--- src/rtl/dpi_defs.sv ---
// dpi_defs: shared state encoding, latency limits and address-width helper for dpi burst engines
package dpi_defs;

    typedef enum logic [2:0] {
        ST_IDLE,
        ST_ADDR,
        ST_OE,
        ST_READ,
        ST_DRAIN,
        ST_DONE
    } state_t;

    localparam int RD_LAT_MIN = 1;
    localparam int RD_LAT_MAX = 4;

    function automatic int adr_w(input int nch);
        return (nch > 1) ? $clog2(nch) : 1;
    endfunction

endpackage

--- src/rtl/dpi_rd_pipe.sv ---
// dpi_rd_pipe: tracks issued read strobes until their data lands, RD_LAT cycles later
module dpi_rd_pipe
    import dpi_defs::*;
#(
    parameter int RD_LAT = 2
) (
    input  logic clk_i,
    input  logic rstn_i,
    input  logic vld_i,
    output logic pre_o,
    output logic vld_o,
    output logic empty_o
);

    logic [RD_LAT-1:0] sr_q;
    logic [RD_LAT-1:0] sr_d;
    logic [RD_LAT:0]   taps;

    if (RD_LAT < RD_LAT_MIN || RD_LAT > RD_LAT_MAX) begin : g_bad_lat
        $error("dpi_rd_pipe: RD_LAT out of legal range");
    end

    assign taps    = {sr_q, vld_i};
    assign pre_o   = taps[RD_LAT-1];
    assign vld_o   = taps[RD_LAT];
    assign empty_o = ~|sr_q;

    // Advance every in-flight strobe one stage per cycle
    always_comb begin
        sr_d = taps[RD_LAT-1:0];
    end

    // Strobe shift register; reset discards anything in flight
    always_ff @(posedge clk_i or negedge rstn_i) begin
        if (!rstn_i) sr_q <= '0;
        else         sr_q <= sr_d;
    end

endmodule

--- src/rtl/dpi_burst_fsm.sv ---
// dpi_burst_fsm: bursts words from a slave-FIFO endpoint into the dpi FIFO
module dpi_burst_fsm
    import dpi_defs::*;
#(
    parameter  int DW     = 32,
    parameter  int NCH    = 2,
    parameter  int RD_LAT = 2,
    parameter  int CW     = 16,
    localparam int ADRW   = adr_w(NCH)
) (
    input  logic            clk_i,
    input  logic            rstn_i,
    input  logic            strt_i,
    input  logic [ADRW-1:0] ch_i,
    input  logic [CW-1:0]   len_i,
    output logic            busy_o,
    output logic            done_o,
    output logic [CW-1:0]   cnt_o,
    output logic            ovf_o,
    output logic [ADRW-1:0] FIFOADR_o,
    output logic            SLCSn_o,
    output logic            SLOEn_o,
    output logic            SLRDn_o,
    input  logic            FLAG_i,
    input  logic [DW-1:0]   dpi_dt_i,
    output logic [DW-1:0]   dpi_dt_o,
    input  logic            dpi_full_i,
    input  logic            dpi_almst_full_i,
    output logic            dpi_wr_o
);

    state_t          state_q, state_d;
    logic [ADRW-1:0] ch_q, ch_d;
    logic [CW-1:0]   len_q, len_d;
    logic [CW-1:0]   issued_q, issued_d;
    logic [CW-1:0]   cnt_q, cnt_d;
    logic            ovf_q, ovf_d;
    logic [DW-1:0]   dt_q, dt_d;
    logic            rd_req;
    logic            cap;
    logic            pipe_empty;

    dpi_rd_pipe #(.RD_LAT(RD_LAT)) u_pipe (
        .clk_i   (clk_i),
        .rstn_i  (rstn_i),
        .vld_i   (rd_req),
        .pre_o   (cap),
        .vld_o   (dpi_wr_o),
        .empty_o (pipe_empty)
    );

    // Next-state, read strobe and transfer bookkeeping; len of zero streams until the flag drops
    always_comb begin
        state_d  = state_q;
        ch_d     = ch_q;
        len_d    = len_q;
        issued_d = issued_q;
        cnt_d    = cnt_q;
        ovf_d    = ovf_q;
        rd_req   = 1'b0;
        case (state_q)
            ST_IDLE: if (strt_i) begin
                state_d  = ST_ADDR;
                ch_d     = ch_i;
                len_d    = len_i;
                issued_d = '0;
                cnt_d    = '0;
                ovf_d    = 1'b0;
            end
            ST_ADDR: state_d = ST_OE;
            ST_OE:   state_d = ST_READ;
            ST_READ: begin
                rd_req = FLAG_i && !dpi_almst_full_i &&
                         ((len_q == '0) ? (issued_q != '1) : (issued_q < len_q));
                if (rd_req) issued_d = issued_q + CW'(1);
                if ((len_q != '0) ? (rd_req && (issued_q + CW'(1) == len_q))
                                  : (!FLAG_i || issued_q == '1))
                    state_d = ST_DRAIN;
            end
            ST_DRAIN: if (pipe_empty) state_d = ST_DONE;
            ST_DONE:  state_d = ST_IDLE;
            default:  state_d = ST_IDLE;
        endcase
        if (dpi_wr_o) begin
            cnt_d = (cnt_q == '1) ? cnt_q : cnt_q + CW'(1);
            ovf_d = ovf_q | dpi_full_i;
        end
    end

    // Capture slave data one cycle before its write strobe so both leave together
    always_comb begin
        dt_d = cap ? dpi_dt_i : dt_q;
    end

    // State and transfer registers
    always_ff @(posedge clk_i or negedge rstn_i) begin
        if (!rstn_i) begin
            state_q  <= ST_IDLE;
            ch_q     <= '0;
            len_q    <= '0;
            issued_q <= '0;
            cnt_q    <= '0;
            ovf_q    <= 1'b0;
            dt_q     <= '0;
        end else begin
            state_q  <= state_d;
            ch_q     <= ch_d;
            len_q    <= len_d;
            issued_q <= issued_d;
            cnt_q    <= cnt_d;
            ovf_q    <= ovf_d;
            dt_q     <= dt_d;
        end
    end

    assign busy_o    = (state_q != ST_IDLE);
    assign done_o    = (state_q == ST_DONE);
    assign SLCSn_o   = !(state_q inside {ST_ADDR, ST_OE, ST_READ, ST_DRAIN});
    assign SLOEn_o   = !(state_q inside {ST_OE, ST_READ, ST_DRAIN});
    assign SLRDn_o   = !rd_req;
    assign FIFOADR_o = ch_q;
    assign cnt_o     = cnt_q;
    assign ovf_o     = ovf_q;
    assign dpi_dt_o  = dt_q;

endmodule

--- config.mk ---
export PLATFORM = sky130hd
export DESIGN_NAME = dpi_burst_fsm
export DESIGN_NICKNAME = d
export VERILOG_FILES = /design/src/rtl/dpi_defs.sv /design/src/rtl/dpi_rd_pipe.sv /design/src/rtl/dpi_burst_fsm.sv
export SDC_FILE = /design/constraint.sdc
export NUM_CORES = 1
export LEC_CHECK = 0
export CAP_MARGIN = 20
export CORE_AREA = 2 2 110 112
export DETAILED_ROUTE_END_ITERATION = 8
export DIE_AREA = 0 0 112 114
export PLACE_DENSITY_LB_ADDON = 0.3
export SETUP_SLACK_MARGIN = 0.5
export SLEW_MARGIN = 20
export SYNTH_ARGS = -nofsm -noshare
export SYNTH_HDL_FRONTEND = slang
export SYNTH_SLANG_ARGS = --single-unit
--- constraint.sdc ---
create_clock -name clk_i -period 3.41 [get_ports clk_i]
set_input_delay 0.8525 -clock clk_i [delete_from_list [all_inputs] [get_ports clk_i]]
set_output_delay 0.8525 -clock clk_i [all_outputs]
set_load 0.05 [all_outputs]
==> results.sh <==
export IMPL_die_w_um=112
export IMPL_tritoncts="built"
export IMPL_clk_path_buf_depth=2
export IMPL_muxShareOfSynthArea=0.0798
export IMPL_floorplan_initialDensity=0.408
export IMPL_ir_drop_mv=0.559
export IMPL_hold_viol_final=0
export IMPL_outcome="complete, no violations"
export IMPL_path_cells="inv_1 > ha_1 > nor2b_2 > o211ai_1 > a2111oi_2 > buf_4 > o41ai_4 > buf_4 > and3_4 > inv_4 > buf_8"
export IMPL_num_io_pins=111
export IMPL_die_h_um=114
export IMPL_grt_overflow_total=0
export IMPL_ys_warnings_count=0
export IMPL_rows=40
export IMPL_synth_net_count=553
export IMPL_yosysTopAreaCell="dfrtp_1"
export IMPL_worst_path_largest_cell_delay_ps=380
export IMPL_cts_sink_count=87
export IMPL_placed_cell_area_um2=6190
export IMPL_synthXorXnorAreaFrac=0.0732
export IMPL_post_synth_and_or_nand_nor_area_fraction=0.198
export IMPL_critical_path_required_ps=2560
export IMPL_yosysTopAreaCellShare=0.455
export IMPL_synth_seq_area_share=0.455
export IMPL_grt_met3_usage=0.0324
export IMPL_finalNetCount=693
export IMPL_worst_slew_pin_transition_ps=801
export IMPL_remaining_drc_errors=0
export IMPL_fin_ws_ps=63.7
export IMPL_totalPowerFinal_mw=7.31
export IMPL_min_delay_path_class="reg -> reg"
export IMPL_grt_util_met1=0.257
export IMPL_detail_route_iter0_violations=314
export IMPL_synth_top_family_by_area="simple AND/OR/NAND/NOR gates"
export IMPL_multiInputGateArea_um2=2470
export IMPL_skew_ps=10.2
export IMPL_register_area_um2=2180
export IMPL_path_class="reg -> out"
export IMPL_die_area_um2=12800
export IMPL_yosys_cell_count_top_type="dfrtp_1"
export IMPL_p_leak_nw=2.84
export IMPL_initial_antenna_violation_count=0
export IMPL_syn_mean_instance_area_um2=9.97
export IMPL_number_of_flops_mapped_to_enable_cells_by_yosys=0
export IMPL_final_setup_violation_count=0
export IMPL_timing_max_transition_violations_final=0
export IMPL_fin_setup_tns_ps=0
export IMPL_finalWorstPathRequiredPeriod_ps=3350
export IMPL_synth_fa_ha_area_frac=0.0471
export IMPL_area_growth_syn_to_layout_pct=39.8
export IMPL_relSlewSlack=0.466
export IMPL_cellPowerDensity_nw_per_um2=1090
export IMPL_crit_top_cell="buf_4"
export IMPL_timing_critical_path_fanout_max=2
export IMPL_number_of_register_bits_inferred_by_synthesis=87
export IMPL_placeableCoreArea_um2=11700
export IMPL_final_layout_size_suffix_gt1_frac=0.202
export IMPL_numPortBuffers=110
export IMPL_post_route_period_util=0.981
export IMPL_synth_cell_types=56
export IMPL_antenna_cells_inserted=0
export IMPL_vias_per_cell=5.41
export IMPL_synthFlopType="dfrtp_1"
export IMPL_achievable_frequency_ghz=0.299
export IMPL_worst_setup_hold_path_clk_slew_ps=60
export IMPL_grt_max_degree=62
export IMPL_netlist_instances=480
export IMPL_slowest_stage="dfrtp_1"
export IMPL_total_clock_buffers_created_by_cts=9
export IMPL_ctsHtreeMaxLevel=3
export IMPL_timing_hold_ws_ps=479
export IMPL_synth_top_cells_by_count="dfrtp_1 (87), nand2_1 (48), mux2_2 (33)"
export IMPL_post_synth_main_area_contributors="dfrtp_1 (46%), mux2_2 (7.8%), xnor2_1 (5.3%)"
export IMPL_drt_pass1_iterations=5
export IMPL_worstSkewPairLatency_ps=350
export IMPL_grt_pass1_vias=4154
export IMPL_rsz0062_at_grt="true"
export IMPL_use_met2=0.331
export IMPL_antenna_violating_nets_post_route=0
export IMPL_setup_worst_path_end_class="output pin"
export IMPL_busiest_layer="met2"
export IMPL_synth_compound_area_share=0.105
export IMPL_cts_root_buffer="clkbuf_16"
export IMPL_finalInstanceArea_um2=6690
export IMPL_synth_area_um2=4780
export IMPL_timing_critical_path_from_type="register"
export IMPL_maxCapViolCount=0
export IMPL_finalWeightedCongestion=0.941
export IMPL_async_flop_share=1.00
export IMPL_detailroute_via_count=4174
export IMPL_postRouteWirelength_mm=12.8
export IMPL_fill_cells=1017
export IMPL_critical_path_arrival_ps=2490
export IMPL_grt_pass1_wl_mm=20.4
export IMPL_dp_slack_ps=-175
export IMPL_groute_usage_overall=0.200
export IMPL_post_drt_wl_per_cell_um=16.5
export IMPL_place_detailed_hpwl_mm=9.28
==> registers in the layout, summed over array words and instances (netlist names) <==
signal / cells
FIFOADR_o: 1
cnt_o: 16
dpi_dt_o: 32
issued_q: 16
len_q: 16
ovf_o: 1
state_q: 3
u_pipe.sr_q: 2
==> cell usage in the layout, fill, tap and decap left out, types with 5 or more instances in the layout <==
cell	count
o21ai_0	19
inv_1	19
a211o_1	12
ha_1	16
buf_4	47
a21oi_1	10
nand3_1	16
nand2_1	47
nor4_1	15
xnor2_1	29
clkbuf_16	9
dfrtp_1	83
nand4_1	18
mux2_2	33
nor2_1	31
xor2_1	11
nor3_1	5
clkdlybuf4s50_1	104
and3_1	11
a211oi_1	7
==> final cells by class <==
class,instances,area share
clock buffers,10,0.0357
clock inverters,6,0.0110
inverters,23,0.0133
multi-input cells,343,0.370
flip-flops and latches,87,0.326
well taps,147,0.0275
repair buffers,156,0.216
==> through the flow <==
stage,std cells,util
after CTS,764,0.561
after global routing,772,0.571
after global placement,741,0.528
final,772,0.571
after floorplan,480,-
after detailed placement,741,0.528
==> critical path, delay by kind of cell (launching register included) <==
kind | cells | cell delay, ps
AO/OA/AOI/OAI | 3 | 610
adder cells (fa/ha/maj) | 1 | 210
buffers and inverters | 5 | 600
flip-flops | 1 | 380
AND/OR/NAND/NOR | 2 | 350
==> metal layers <==
metal	routed length (um)	vias up
li1	-	2003
met1	5550	2041
met2	6400	100
met3	426	30
met4	388	0
met5	0	-
==> cells by family after synthesis <==
family,after synthesis
xor+xnor,40
buf+inv,50
simple gates,179
fa+ha+maj,18
flops,87
compound gates,72
mux,34
==> power by group <==
group | switching (mW) | total [mW] | internal, mW
clock | 0.444 | 1.04 | 0.598
combinational | 2.58 | 4.34 | 1.76
sequential | 0.406 | 1.93 | 1.52
==> path summary, 6_finish.rpt <==
path / end / depth (start not counted) / slack (ps) / start
max reg2reg: state_q[0] / 8 / 690 / issued_q[0]
max in group asynchronous: len_q[5] / 2 / 2140 / rstn_i
max: SLRDn_o / 11 / 60 / len_q[1]
min: FIFOADR_o / 2 / 480 / FIFOADR_o
min reg2reg: FIFOADR_o / 2 / 480 / FIFOADR_o
min in group asynchronous: len_q[6] / 1 / 570 / rstn_i
==> timing repair <==
action	in CTS	in global routing
setup buffers	7	8
setup endpoints to repair	2	4
pin swaps	7	7
gates resized for setup	12	18
hold buffers	0	0
No activity file was read; power rests on OpenSTA's default activity.
